[src/rtl/rect_pkg.sv]
// Shared definitions for the rectangle-table write path: beat field layout, FSM encoding, packing helpers.
// No logic of its own; functions are pure and purely combinational.
// Not applicable: carries no handshake.
package rect_pkg;

    // Word 0 layout: {3'h0, en, color, y1, x1}
    localparam int X1_LSB    = 0;
    localparam int X1_W      = 10;
    localparam int Y1_LSB    = 10;
    localparam int Y1_W      = 10;
    localparam int COLOR_LSB = 20;
    localparam int COLOR_W   = 8;
    localparam int EN_BIT    = 28;

    // Word 1 layout: {12'h0, y2, x2}
    localparam int X2_LSB    = 0;
    localparam int X2_W      = 10;
    localparam int Y2_LSB    = 10;
    localparam int Y2_W      = 10;

    typedef enum logic [1:0] {
        ST_IDLE  = 2'd0,
        ST_BEAT0 = 2'd1,
        ST_BEAT1 = 2'd2
    } state_t;

    function automatic logic [31:0] pack_word0(
        input logic         en,
        input logic [7:0]   color,
        input logic [9:0]   y1,
        input logic [9:0]   x1
    );
        logic [31:0] w;
        w = '0;
        w[X1_LSB    +: X1_W]    = x1;
        w[Y1_LSB    +: Y1_W]    = y1;
        w[COLOR_LSB +: COLOR_W] = color;
        w[EN_BIT]               = en;
        return w;
    endfunction

    function automatic logic [31:0] pack_word1(
        input logic [9:0]   y2,
        input logic [9:0]   x2
    );
        logic [31:0] w;
        w = '0;
        w[X2_LSB +: X2_W] = x2;
        w[Y2_LSB +: Y2_W] = y2;
        return w;
    endfunction

endpackage

[src/rtl/rr_arbiter.sv]
// Round-robin grant: first asserted request at or after ptr+1 (mod N), one-hot out.
// Latency: purely combinational.
// Backpressure: en=0 forces an all-zero grant.
module rr_arbiter #(
    parameter int N  = 4,
    parameter int PW = $clog2(N)
) (
    input  logic [N-1:0]  req,
    input  logic          en,
    input  logic [PW-1:0] ptr,
    output logic [N-1:0]  grant
);

    logic [PW:0]  shamt;
    logic [N-1:0] rot;
    logic [N-1:0] pick;

    // Rotate so index ptr+1 lands at bit 0, isolate lowest set bit, rotate back.
    always_comb begin
        shamt = {1'b0, ptr} + (PW+1)'(1);
        rot   = N'({req, req} >> shamt);
        pick  = rot & (~rot + N'(1));
        grant = en ? N'(({pick, pick} << shamt) >> N) : '0;
    end

endmodule

[src/rtl/rect_write_arbiter.sv]
// Arbitrates NREQ rectangle producers onto the single rect-table write port as atomic 2-beat writes.
// Latency: handshake cycle N, word0 in N+1, word1 in N+2, next grant no earlier than N+3.
// Backpressure: req_ready only in IDLE with wr_hold low; a started pair always completes.
module rect_write_arbiter
    import rect_pkg::*;
#(
    parameter int NREQ       = 4,
    parameter int WIDTH      = 800,
    parameter int HEIGHT     = 600,
    parameter int WIDTHBITS  = 10,
    parameter int HEIGHTBITS = 10,
    parameter int COLORBITS  = 8,
    parameter int RECTBITS   = 6
) (
    input  logic                       clk,
    input  logic                       rst_b,
    input  logic [NREQ-1:0]            req_valid,
    output logic [NREQ-1:0]            req_ready,
    input  logic [NREQ*RECTBITS-1:0]   req_rect,
    input  logic [NREQ-1:0]            req_en,
    input  logic [NREQ*COLORBITS-1:0]  req_color,
    input  logic [NREQ*WIDTHBITS-1:0]  req_x1,
    input  logic [NREQ*WIDTHBITS-1:0]  req_x2,
    input  logic [NREQ*HEIGHTBITS-1:0] req_y1,
    input  logic [NREQ*HEIGHTBITS-1:0] req_y2,
    input  logic                       wr_hold,
    output logic [31:0]                st__data,
    output logic [RECTBITS:0]          vg__addr,
    output logic                       vg__rect_write,
    output logic                       busy,
    output logic                       err_pulse
);

    localparam int PW = $clog2(NREQ);

    state_t              state_q, state_d;
    logic [PW-1:0]       ptr_q, ptr_d;
    logic [31:0]         data_q, data_d;
    logic [31:0]         word1_q, word1_d;
    logic [RECTBITS:0]   addr_q, addr_d;
    logic                wr_q, wr_d;
    logic                busy_q, busy_d;
    logic                err_q, err_d;

    logic                arb_en;
    logic [NREQ-1:0]     grant;

    logic [PW-1:0]       sel_idx;
    logic [RECTBITS-1:0] sel_rect;
    logic                sel_en;
    logic [COLORBITS-1:0] sel_color;
    logic [WIDTHBITS-1:0] sel_x1, sel_x2;
    logic [HEIGHTBITS-1:0] sel_y1, sel_y2;
    logic                sel_ok;

    assign arb_en = (state_q == ST_IDLE) && !wr_hold;

    rr_arbiter #(
        .N  (NREQ),
        .PW (PW)
    ) u_rr (
        .req   (req_valid),
        .en    (arb_en),
        .ptr   (ptr_q),
        .grant (grant)
    );

    assign req_ready = grant;

    // Steer the granted requester's fields out of the flat buses.
    always_comb begin
        sel_idx   = '0;
        sel_rect  = '0;
        sel_en    = 1'b0;
        sel_color = '0;
        sel_x1    = '0;
        sel_x2    = '0;
        sel_y1    = '0;
        sel_y2    = '0;
        for (int i = 0; i < NREQ; i++) begin
            if (grant[i]) begin
                sel_idx   = PW'(i);
                sel_rect  = req_rect[i*RECTBITS +: RECTBITS];
                sel_en    = req_en[i];
                sel_color = req_color[i*COLORBITS +: COLORBITS];
                sel_x1    = req_x1[i*WIDTHBITS +: WIDTHBITS];
                sel_x2    = req_x2[i*WIDTHBITS +: WIDTHBITS];
                sel_y1    = req_y1[i*HEIGHTBITS +: HEIGHTBITS];
                sel_y2    = req_y2[i*HEIGHTBITS +: HEIGHTBITS];
            end
        end
    end

    // Bounds check at full port width so out-of-range values are never truncated into range.
    always_comb begin
        sel_ok = (sel_x1 <= sel_x2) && (sel_y1 <= sel_y2) &&
                 (32'(sel_x2) < 32'(WIDTH)) && (32'(sel_y2) < 32'(HEIGHT));
    end

    // Next-state and beat-register loading; beat data is staged one state ahead of its strobe.
    always_comb begin
        state_d = state_q;
        ptr_d   = ptr_q;
        data_d  = data_q;
        word1_d = word1_q;
        addr_d  = addr_q;
        wr_d    = 1'b0;
        busy_d  = 1'b0;
        err_d   = 1'b0;
        case (state_q)
            ST_IDLE: begin
                if (|grant) begin
                    ptr_d = sel_idx;
                    if (sel_ok) begin
                        state_d = ST_BEAT0;
                        wr_d    = 1'b1;
                        busy_d  = 1'b1;
                        data_d  = pack_word0(sel_en, sel_color, sel_y1, sel_x1);
                        word1_d = pack_word1(sel_y2, sel_x2);
                        addr_d  = {sel_rect, 1'b0};
                    end else begin
                        err_d = 1'b1;
                    end
                end
            end
            ST_BEAT0: begin
                state_d = ST_BEAT1;
                wr_d    = 1'b1;
                busy_d  = 1'b1;
                data_d  = word1_q;
                addr_d  = {addr_q[RECTBITS:1], 1'b1};
            end
            ST_BEAT1: begin
                state_d = ST_IDLE;
            end
            default: begin
                state_d = ST_IDLE;
            end
        endcase
    end

    // State and output registers; async reset aborts any pair in flight.
    always_ff @(posedge clk or negedge rst_b) begin
        if (!rst_b) begin
            state_q <= ST_IDLE;
            ptr_q   <= PW'(NREQ-1);
            data_q  <= '0;
            word1_q <= '0;
            addr_q  <= '0;
            wr_q    <= 1'b0;
            busy_q  <= 1'b0;
            err_q   <= 1'b0;
        end else begin
            state_q <= state_d;
            ptr_q   <= ptr_d;
            data_q  <= data_d;
            word1_q <= word1_d;
            addr_q  <= addr_d;
            wr_q    <= wr_d;
            busy_q  <= busy_d;
            err_q   <= err_d;
        end
    end

    assign st__data       = data_q;
    assign vg__addr       = addr_q;
    assign vg__rect_write = wr_q;
    assign busy           = busy_q;
    assign err_pulse      = err_q;

endmodule
[config.mk]
export PLATFORM = sky130hd
export DESIGN_NAME = rect_write_arbiter
export DESIGN_NICKNAME = d
export VERILOG_FILES = /design/src/rtl/rect_pkg.sv /design/src/rtl/rr_arbiter.sv /design/src/rtl/rect_write_arbiter.sv
export SDC_FILE = /design/constraint.sdc
export NUM_CORES = 1
export LEC_CHECK = 0
export BUFFER_PORTS_ARGS = -buffer_cell sky130_fd_sc_hd__buf_2
export CAP_MARGIN = 20
export CORE_MARGIN = 2
export CORE_UTILIZATION = 42
export CTS_BUF_LIST = sky130_fd_sc_hd__clkbuf_4
export CTS_CLUSTER_SIZE = 30
export DETAILED_ROUTE_END_ITERATION = 10
export PLACE_DENSITY = 0.82
export SYNTH_ARGS = -nofsm -noshare
export SYNTH_HDL_FRONTEND = slang
export SYNTH_SLANG_ARGS = --single-unit
[constraint.sdc]
create_clock -name clk -period 5.25 [get_ports clk]
set_input_delay 0.525 -clock clk [delete_from_list [all_inputs] [get_ports clk]]
set_output_delay 0.525 -clock clk [all_outputs]
set_load 0.01 [all_outputs]
; After elaboration in Yosys (flattened, before gate mapping)
; Cells that the tools add are included.
[totals]
elab_cells = 82
regBits = 65
output_inout_bits = 46
in_bits = 227
[classes]
bitwise_logic = 3
eq_ne = 3
order_cmp = 4
n_reduce_logical = 13
mux = 47
n_shift = 2
addsub = 2
[op_table]
columns = op, n
row1 = $mux W10, 16
row2 = $mux W32, 2
row3 = $pmux W32 S2, 1
row4 = $mux W8, 4
row5 = $mux W6, 4
row6 = $le A10 B10 Y1, 2
row7 = $lt A10 B10 Y1 const B, 2
row8 = $mux W7, 2
row9 = $pmux W7 S2, 1
row10 = $mux W1, 10
row11 = $mux W2, 4
row12 = $shl A8 B3 Y8, 1
row13 = $shr A8 B3 Y4, 1
row14 = $reduce_and A3 Y1, 2
row15 = $add A4 B1 Y4 const B, 1
row16 = $and A4 B4 Y4, 1
row17 = $logic_and A1 B1 Y1, 4
row18 = $mux W4, 1
row19 = $not A4 Y4, 1
row20 = $pmux W2 S2, 1
row21 = $reduce_and A2 Y1, 2
row22 = $reduce_and A4 Y1, 1
row23 = $reduce_or A4 Y1, 1
row24 = $add A2 B1 Y3 const B, 1
row25 = 8 further kinds, 8

; Depth between registers and ports, before layout
[depth]
ltp_word = 18
mapped_depth = 23
ltp_nobuf = 18

; By module
; Synthesis repeated with hierarchy kept, for this count alone.
[hier_totals]
hier_cells = 555
area_unflattened_um2 = 4619.4
[modules_own_cells]
columns = mod, cells_each, seq_area_each_um2, n_inst, area_each_um2
row1 = rect_write_arbiter, 524, 1554.0, 1, 4421.7
row2 = rr_arbiter, 31, 0.0, 1, 197.7

; Least setup slack after synthesis
; Ideal clock, no wire load.
[synth_timing]
kind = input-to-reg
startpoint = input port req_valid[2]
endpoint = register data_q[21], in the netlist st__data[21]
path_stages = 20
setup_ps = 128
setup_slack_ps = -398
path_buffers = 5
t_arrival_ps = 5521
required_time_ps = 5122
cell_sequence = buf_2 -> or4bb_1 -> nor3_1 -> o311ai_1 -> a21oi_1 -> clkbuf_1 -> buf_1 -> clkbuf_1 -> a21boi_0 -> ha_1 -> a21o_1 -> a21o_1 -> a21o_1 -> a21oi_1 -> o221ai_1 -> a22o_1 -> nor4_4 -> nand2_2 -> buf_4 -> mux2_1
[synth_between]
word_cells_on_any_way = 40
cone_classes = add/sub: 1 / order compare: 4 / eq/ne: 2 / shift: 2 / mux: 24 / bitwise: 2 / reduce/logical: 5
[synth_lines]
columns = item, line_no
row1 = from (decl), rect_write_arbiter.sv:17  ; input logic [NREQ-1:0] req_valid,
row2 = $shr A8 B3 Y4 *, rr_arbiter.sv:21  ; rot = N'({req, req} >> shamt);
row3 = $not A4 Y4, rr_arbiter.sv:22  ; pick = rot & (~rot + N'(1));
row4 = $add A4 B1 Y4, rr_arbiter.sv:22
row5 = $and A4 B4 Y4 *, rr_arbiter.sv:22
row6 = $shl A8 B3 Y8 *, rr_arbiter.sv:23  ; grant = en ? N'(({pick, pick} << shamt) >> N) : '0;
row7 = $mux W4 *, rr_arbiter.sv:23
row8 = via req_ready[1], rect_write_arbiter.sv:18  ; output logic [NREQ-1:0] req_ready,
row9 = $mux W10 (3 in a row), rect_write_arbiter.sv:81  ; if (grant[i]) begin
row10 = $le A10 B10 Y1, rect_write_arbiter.sv:96  ; sel_ok = (sel_x1 <= sel_x2) && (sel_y1 <= sel_y2) &&
row11 = $logic_and A1 B1 Y1 (2 in a row), rect_write_arbiter.sv:96
row12 = $logic_and A1 B1 Y1, rect_write_arbiter.sv:97  ; (32'(sel_x2) < 32'(WIDTH)) && (32'(sel_y2) < 32'(HEIGHT));
row13 = $ne A2 B2 Y1 (no line), n/a
row14 = $reduce_and A3 Y1 (no line), n/a
row15 = to (signal assigned), rect_write_arbiter.sv:156  ; data_q <= data_d;
row16 = to (decl), rect_write_arbiter.sv:38  ; logic [31:0] data_q, data_d;
; The timed path passes the listed nets; every way through them passes the cells marked *. The select of a mux whose other input is x is not followed.
; A chain may end at the register's enable or synchronous reset.

; Final worst setup path
[layout_timing]
startpoint = register ptr_q[1]
endpoint = register data_q[5], in the netlist st__data[5]
[layout_between]
elab_chain_cells = 17
word_cells_on_any_way = 37
cone_classes = add/sub: 2 / order compare: 4 / eq/ne: 2 / shift: 2 / mux: 20 / bitwise: 2 / reduce/logical: 5
[layout_rtl]
columns = item, line_no
row1 = from (decl), rect_write_arbiter.sv:37  ; logic [PW-1:0] ptr_q, ptr_d;
row2 = from (signal assigned), rect_write_arbiter.sv:146  ; ptr_q <= PW'(NREQ-1);
row3 = from (signal assigned), rect_write_arbiter.sv:155  ; ptr_q <= ptr_d;
row4 = $add A2 B1 Y3 *, rr_arbiter.sv:20  ; shamt = {1'b0, ptr} + (PW+1)'(1);
row5 = $shr A8 B3 Y4, rr_arbiter.sv:21
row6 = $not A4 Y4, rr_arbiter.sv:22
row7 = $add A4 B1 Y4, rr_arbiter.sv:22
row8 = $and A4 B4 Y4, rr_arbiter.sv:22
row9 = $shl A8 B3 Y8 *, rr_arbiter.sv:23
row10 = $mux W4 *, rr_arbiter.sv:23
row11 = $mux W10 (4 in a row), rect_write_arbiter.sv:81
row12 = $le A10 B10 Y1, rect_write_arbiter.sv:96
row13 = $logic_and A1 B1 Y1 (2 in a row), rect_write_arbiter.sv:96
row14 = $logic_and A1 B1 Y1, rect_write_arbiter.sv:97
row15 = $ne A2 B2 Y1 (no line), n/a
row16 = $reduce_and A3 Y1 (no line), n/a
; Every way passes the cells marked *; elsewhere a longest branch is shown, timed or not. The select of a mux whose other input is x is not followed.

==> out/summary.txt <==
Routed vias/inst: 6.154
Number of global-route vias before repair: 5989
Ys async rst share: 100.0%
Number of cells on the worst reg-to-reg path: 17
Overall power after layout: 6.242 mW
Placed cell area: 6704 µm²
First-pass GRT wire length: 31450 µm
Proportion of synthesized chip area in sequential cells: 31.78%
Per-cell routed wire length: 20.12 µm
Area of combinational cells with multiple inputs: 3083 µm²
Length of the first detailed-routing pass in iterations: 6
Logic pwr share: 80.6%
DR iter-0 viols: 742
Switching power share of the total: 51.15%
Detailed Route WL: 20140 µm
Ratio of total power to cell area: 906.1 nW/µm²
Flops & latches, synth: 62
Capture point of the worst reg-to-reg path: st__data[5]
Worst min path class: in2async
Die outline width: 111.9 µm
Final core utilization: 60.59%
Arrival @ worst endpoint: 5.28 ns
Global routing usage summed across all routing layers: 31.77%
Buffer cell driving the clock tree root: sky130_fd_sc_hd__clkbuf_4
Number of enable flip-flop cells after synthesis: 0
Final Instance Count excl. Fillers: 1001
Fin crit share: 95.25%
Nets: 1101
Filler cell count in the final layout: 1078
Top_reg_cell synth: sky130_fd_sc_hd__dfrtp_1
Category of the worst setup path capture point: flip-flop
Hold Slack: 0.2775 ns
Max IR drop VDD: 0.0007921 V
Total clock buffers created by CTS: 9
Post-synthesis average cell area: 8.593 µm²
Fin Clk Skew: 0.03807 ns
Core Rows: 39
Relative max-transition margin: 34.72%
Part of the total power dissipated in the clock network: 5.4%
Yosys warns: 0
Leading cell type in the layout, fill and taps excluded: sky130_fd_sc_hd__buf_2
Die footprint: 12520 µm²
Height of the die: 111.9 µm
Outcome: complete, no violations
Minimum clock period: 5.001 ns
Gate count of the mapped netlist: 569
Startpoint kind of the worst setup timing path: flip-flop
Routed length on met1: 7934 µm
CP max FO: 18
Total negative slack: 0 ns
Number of hold violations in the final report: 0
Finished layout cell area: 6889 µm²
Pin count of the biggest net entering global routing: 63
Post-place setup slack: 0.1845 ns
Total DRC errors in the routed layout: 0
Antenna Cells: 0
Worst-margin pin slew: 0.9767 ns
Met3 WL post-DR: 1917 µm
Maximum Capacitance Violations: 0
Final weighted congestion in routability-driven placement: 0.9705
Setup CP Type: reg2reg
Register area: 1554 µm²
Sequential Power Share: 13.9%
Top-level port count: 273
Cell variety after synth: 66
Area growth, synth to finish: 40.89%
Final Max Slew Viols: 0
Worst reg-to-reg setup slack: 0.25 ns
Number of antenna violations at the first check in global routing: 1
Final WS setup: 0.2493 ns
Highest metal layer used by the detailed router: met4
Std-Cell Core Area: 11370 µm²
Worst EP required: 5.53 ns
Static power due to leakage: 3.556 nW
Clock-pin slew reported for the worst setup and hold paths after clock tree synthesis: 0.13 ns
Commonest cells after routing, fill and taps aside: sky130_fd_sc_hd__buf_2 (269), sky130_fd_sc_hd__nand2_1 (82), sky130_fd_sc_hd__dfrtp_1 (60)
Switching component of the power: 3.193 mW
Fraction of layout cells with a size suffix above 1: 43.12%
Residual antenna-violating net count after detailed routing: 0
Unrepaired setup endpoints after global routing: no
Detailed placement HPWL: 15490 µm
Overall overflow remaining after global route: 0
Detail Route met2 WL: 9590 µm
Max Buffers Root-to-Sink: 2
Reg-to-reg startpoint: ptr_q[1]
Clock tree from TritonCTS: done
Synthesized area: 4890 µm²
Via count: 6160
Cell internal pwr: 3.049 mW
H-tree depth: 3
Clk Latency, worst-skew pair: 0.43 ns
Inst Count DP: 981
Quantity of I/O buffers inserted on ports: 269
Hold-fix buffers at CTS: 0
Effective utilization at floorplan: 43.01%
Number of setup violations in the final report: 0
Highest Clock Rate: 200.0 MHz
CTS sink cnt: 62
==> area by class of cell <==
type	count	share of cell area [%]
clock buffers	9	0.9807
repair buffers	323	26.70
well taps	143	2.597
inverters	25	1.362
clock inverters	7	1.053
multi-input cells	432	44.75
flip-flops and latches	62	22.56
==> cell usage after synthesis (4+ instances only) <==
cell | n | area share, %
sky130_fd_sc_hd__nand2_1 | 82 | 6.3
sky130_fd_sc_hd__dfrtp_1 | 60 | 31
sky130_fd_sc_hd__a21oi_1 | 42 | 4.3
sky130_fd_sc_hd__a222oi_1 | 34 | 7.0
sky130_fd_sc_hd__clkbuf_1 | 34 | 2.6
sky130_fd_sc_hd__inv_1 | 24 | 1.8
sky130_fd_sc_hd__ha_1 | 21 | 5.4
sky130_fd_sc_hd__o41ai_1 | 18 | 3.2
sky130_fd_sc_hd__nor3_1 | 17 | 1.7
sky130_fd_sc_hd__o22ai_1 | 16 | 2.0
sky130_fd_sc_hd__a31oi_1 | 14 | 1.8
sky130_fd_sc_hd__o21ai_0 | 14 | 1.4
sky130_fd_sc_hd__a221oi_1 | 12 | 2.1
sky130_fd_sc_hd__mux2i_1 | 11 | 2.3
sky130_fd_sc_hd__a21boi_0 | 10 | 1.5
sky130_fd_sc_hd__a21o_1 | 9 | 1.4
sky130_fd_sc_hd__nor2_1 | 9 | 0.69
sky130_fd_sc_hd__nor3b_1 | 9 | 1.4
sky130_fd_sc_hd__buf_2 | 8 | 0.82
sky130_fd_sc_hd__and2_1 | 7 | 0.90
sky130_fd_sc_hd__mux2_1 | 7 | 1.6
sky130_fd_sc_hd__mux2_2 | 7 | 1.6
sky130_fd_sc_hd__nand3_1 | 7 | 0.72
sky130_fd_sc_hd__a211oi_1 | 6 | 0.92
sky130_fd_sc_hd__a2111oi_0 | 5 | 0.90
sky130_fd_sc_hd__buf_1 | 5 | 0.38
sky130_fd_sc_hd__buf_4 | 5 | 0.77
sky130_fd_sc_hd__nand4_1 | 5 | 0.64
sky130_fd_sc_hd__o211a_1 | 5 | 1.0
sky130_fd_sc_hd__or3_1 | 5 | 0.64
sky130_fd_sc_hd__o311ai_0 | 4 | 0.72
sky130_fd_sc_hd__o31ai_1 | 4 | 0.61
==> flip-flops by register name (all words and copies together), names as in the netlist <==
register and cells:
vg__addr 7, st__data 29, state_q 2, err_pulse 1
ptr_q 2, busy 1, word1_q 20
==> how the worst max path moves through the flow <==
stage | start | endpoint | slack, ns | cells after the start
after floorplan | req_valid[2] | st__data[21] | 0.001 | 21
after global placement | req_valid[0] | st__data[12] | 0.32 | 20
after detailed placement | req_valid[0] | st__data[5] | 0.18 | 21
after CTS | ptr_q[0] | st__data[5] | 0.22 | 20
after global routing | ptr_q[0] | st__data[5] | 0.01 | 20
final | ptr_q[1] | st__data[5] | 0.25 | 17
==> power groups by stage <==
stage	clock network (mW)	logic (mW)	registers (mW)
floorplan	0	3.12	0.911
global route	0.374	5.46	0.891
finish	0.340	5.03	0.870
global placement	0	4.83	0.877
CTS	0.348	4.92	0.870
detailed placement	0	4.90	0.878
==> what timing repair did <==
item | CTS | global route
setup buffers | 0 | 4
endpoints found under the setup margin | 0 | 40
resized for setup | 0 | 3
==> critical path, stage by stage, from the launching register on <==
cell                       delay [ns]
sky130_fd_sc_hd__dfstp_2         0.59
sky130_fd_sc_hd__ha_1            0.25
sky130_fd_sc_hd__or4_1           0.51
sky130_fd_sc_hd__nand3_1         0.13
sky130_fd_sc_hd__or2_2           0.14
sky130_fd_sc_hd__inv_1           0.10
sky130_fd_sc_hd__buf_12          0.17
sky130_fd_sc_hd__a211oi_1        0.39
sky130_fd_sc_hd__a21boi_0        0.43
sky130_fd_sc_hd__ha_1            0.32
sky130_fd_sc_hd__a21o_1          0.16
sky130_fd_sc_hd__a21oi_1         0.21
sky130_fd_sc_hd__o221ai_1        0.17
sky130_fd_sc_hd__a22o_1          0.28
sky130_fd_sc_hd__or3_1           0.44
sky130_fd_sc_hd__buf_12          0.18
sky130_fd_sc_hd__o41ai_1         0.30
sky130_fd_sc_hd__o22ai_1         0.11
==> metal layers <==
metal / global-route usage, % / up-vias
met3: 6.587 / 52
met1: 40.71 / 2868
li1: - / 2811
met4: 11.19 / 0
met5: 0 / -
met2: 53.33 / 429
==> logic make-up (layout without fill, tap and decap cells) <==
group                    count (synthesis)  in the layout  share of synthesized area (%)
AO/OA/AOI/OAI                          219            219                          33.60
buffers and inverters                   77            364                          6.500
flip-flops                              62             62                          31.78
other                                    1              3                        0.07669
multiplexers                            26             26                          5.937
adder cells (fa/ha/maj)                 21             21                          5.374
AND/OR/NAND/NOR                        163            163                          16.74
Power figures use the tool's default switching activity.
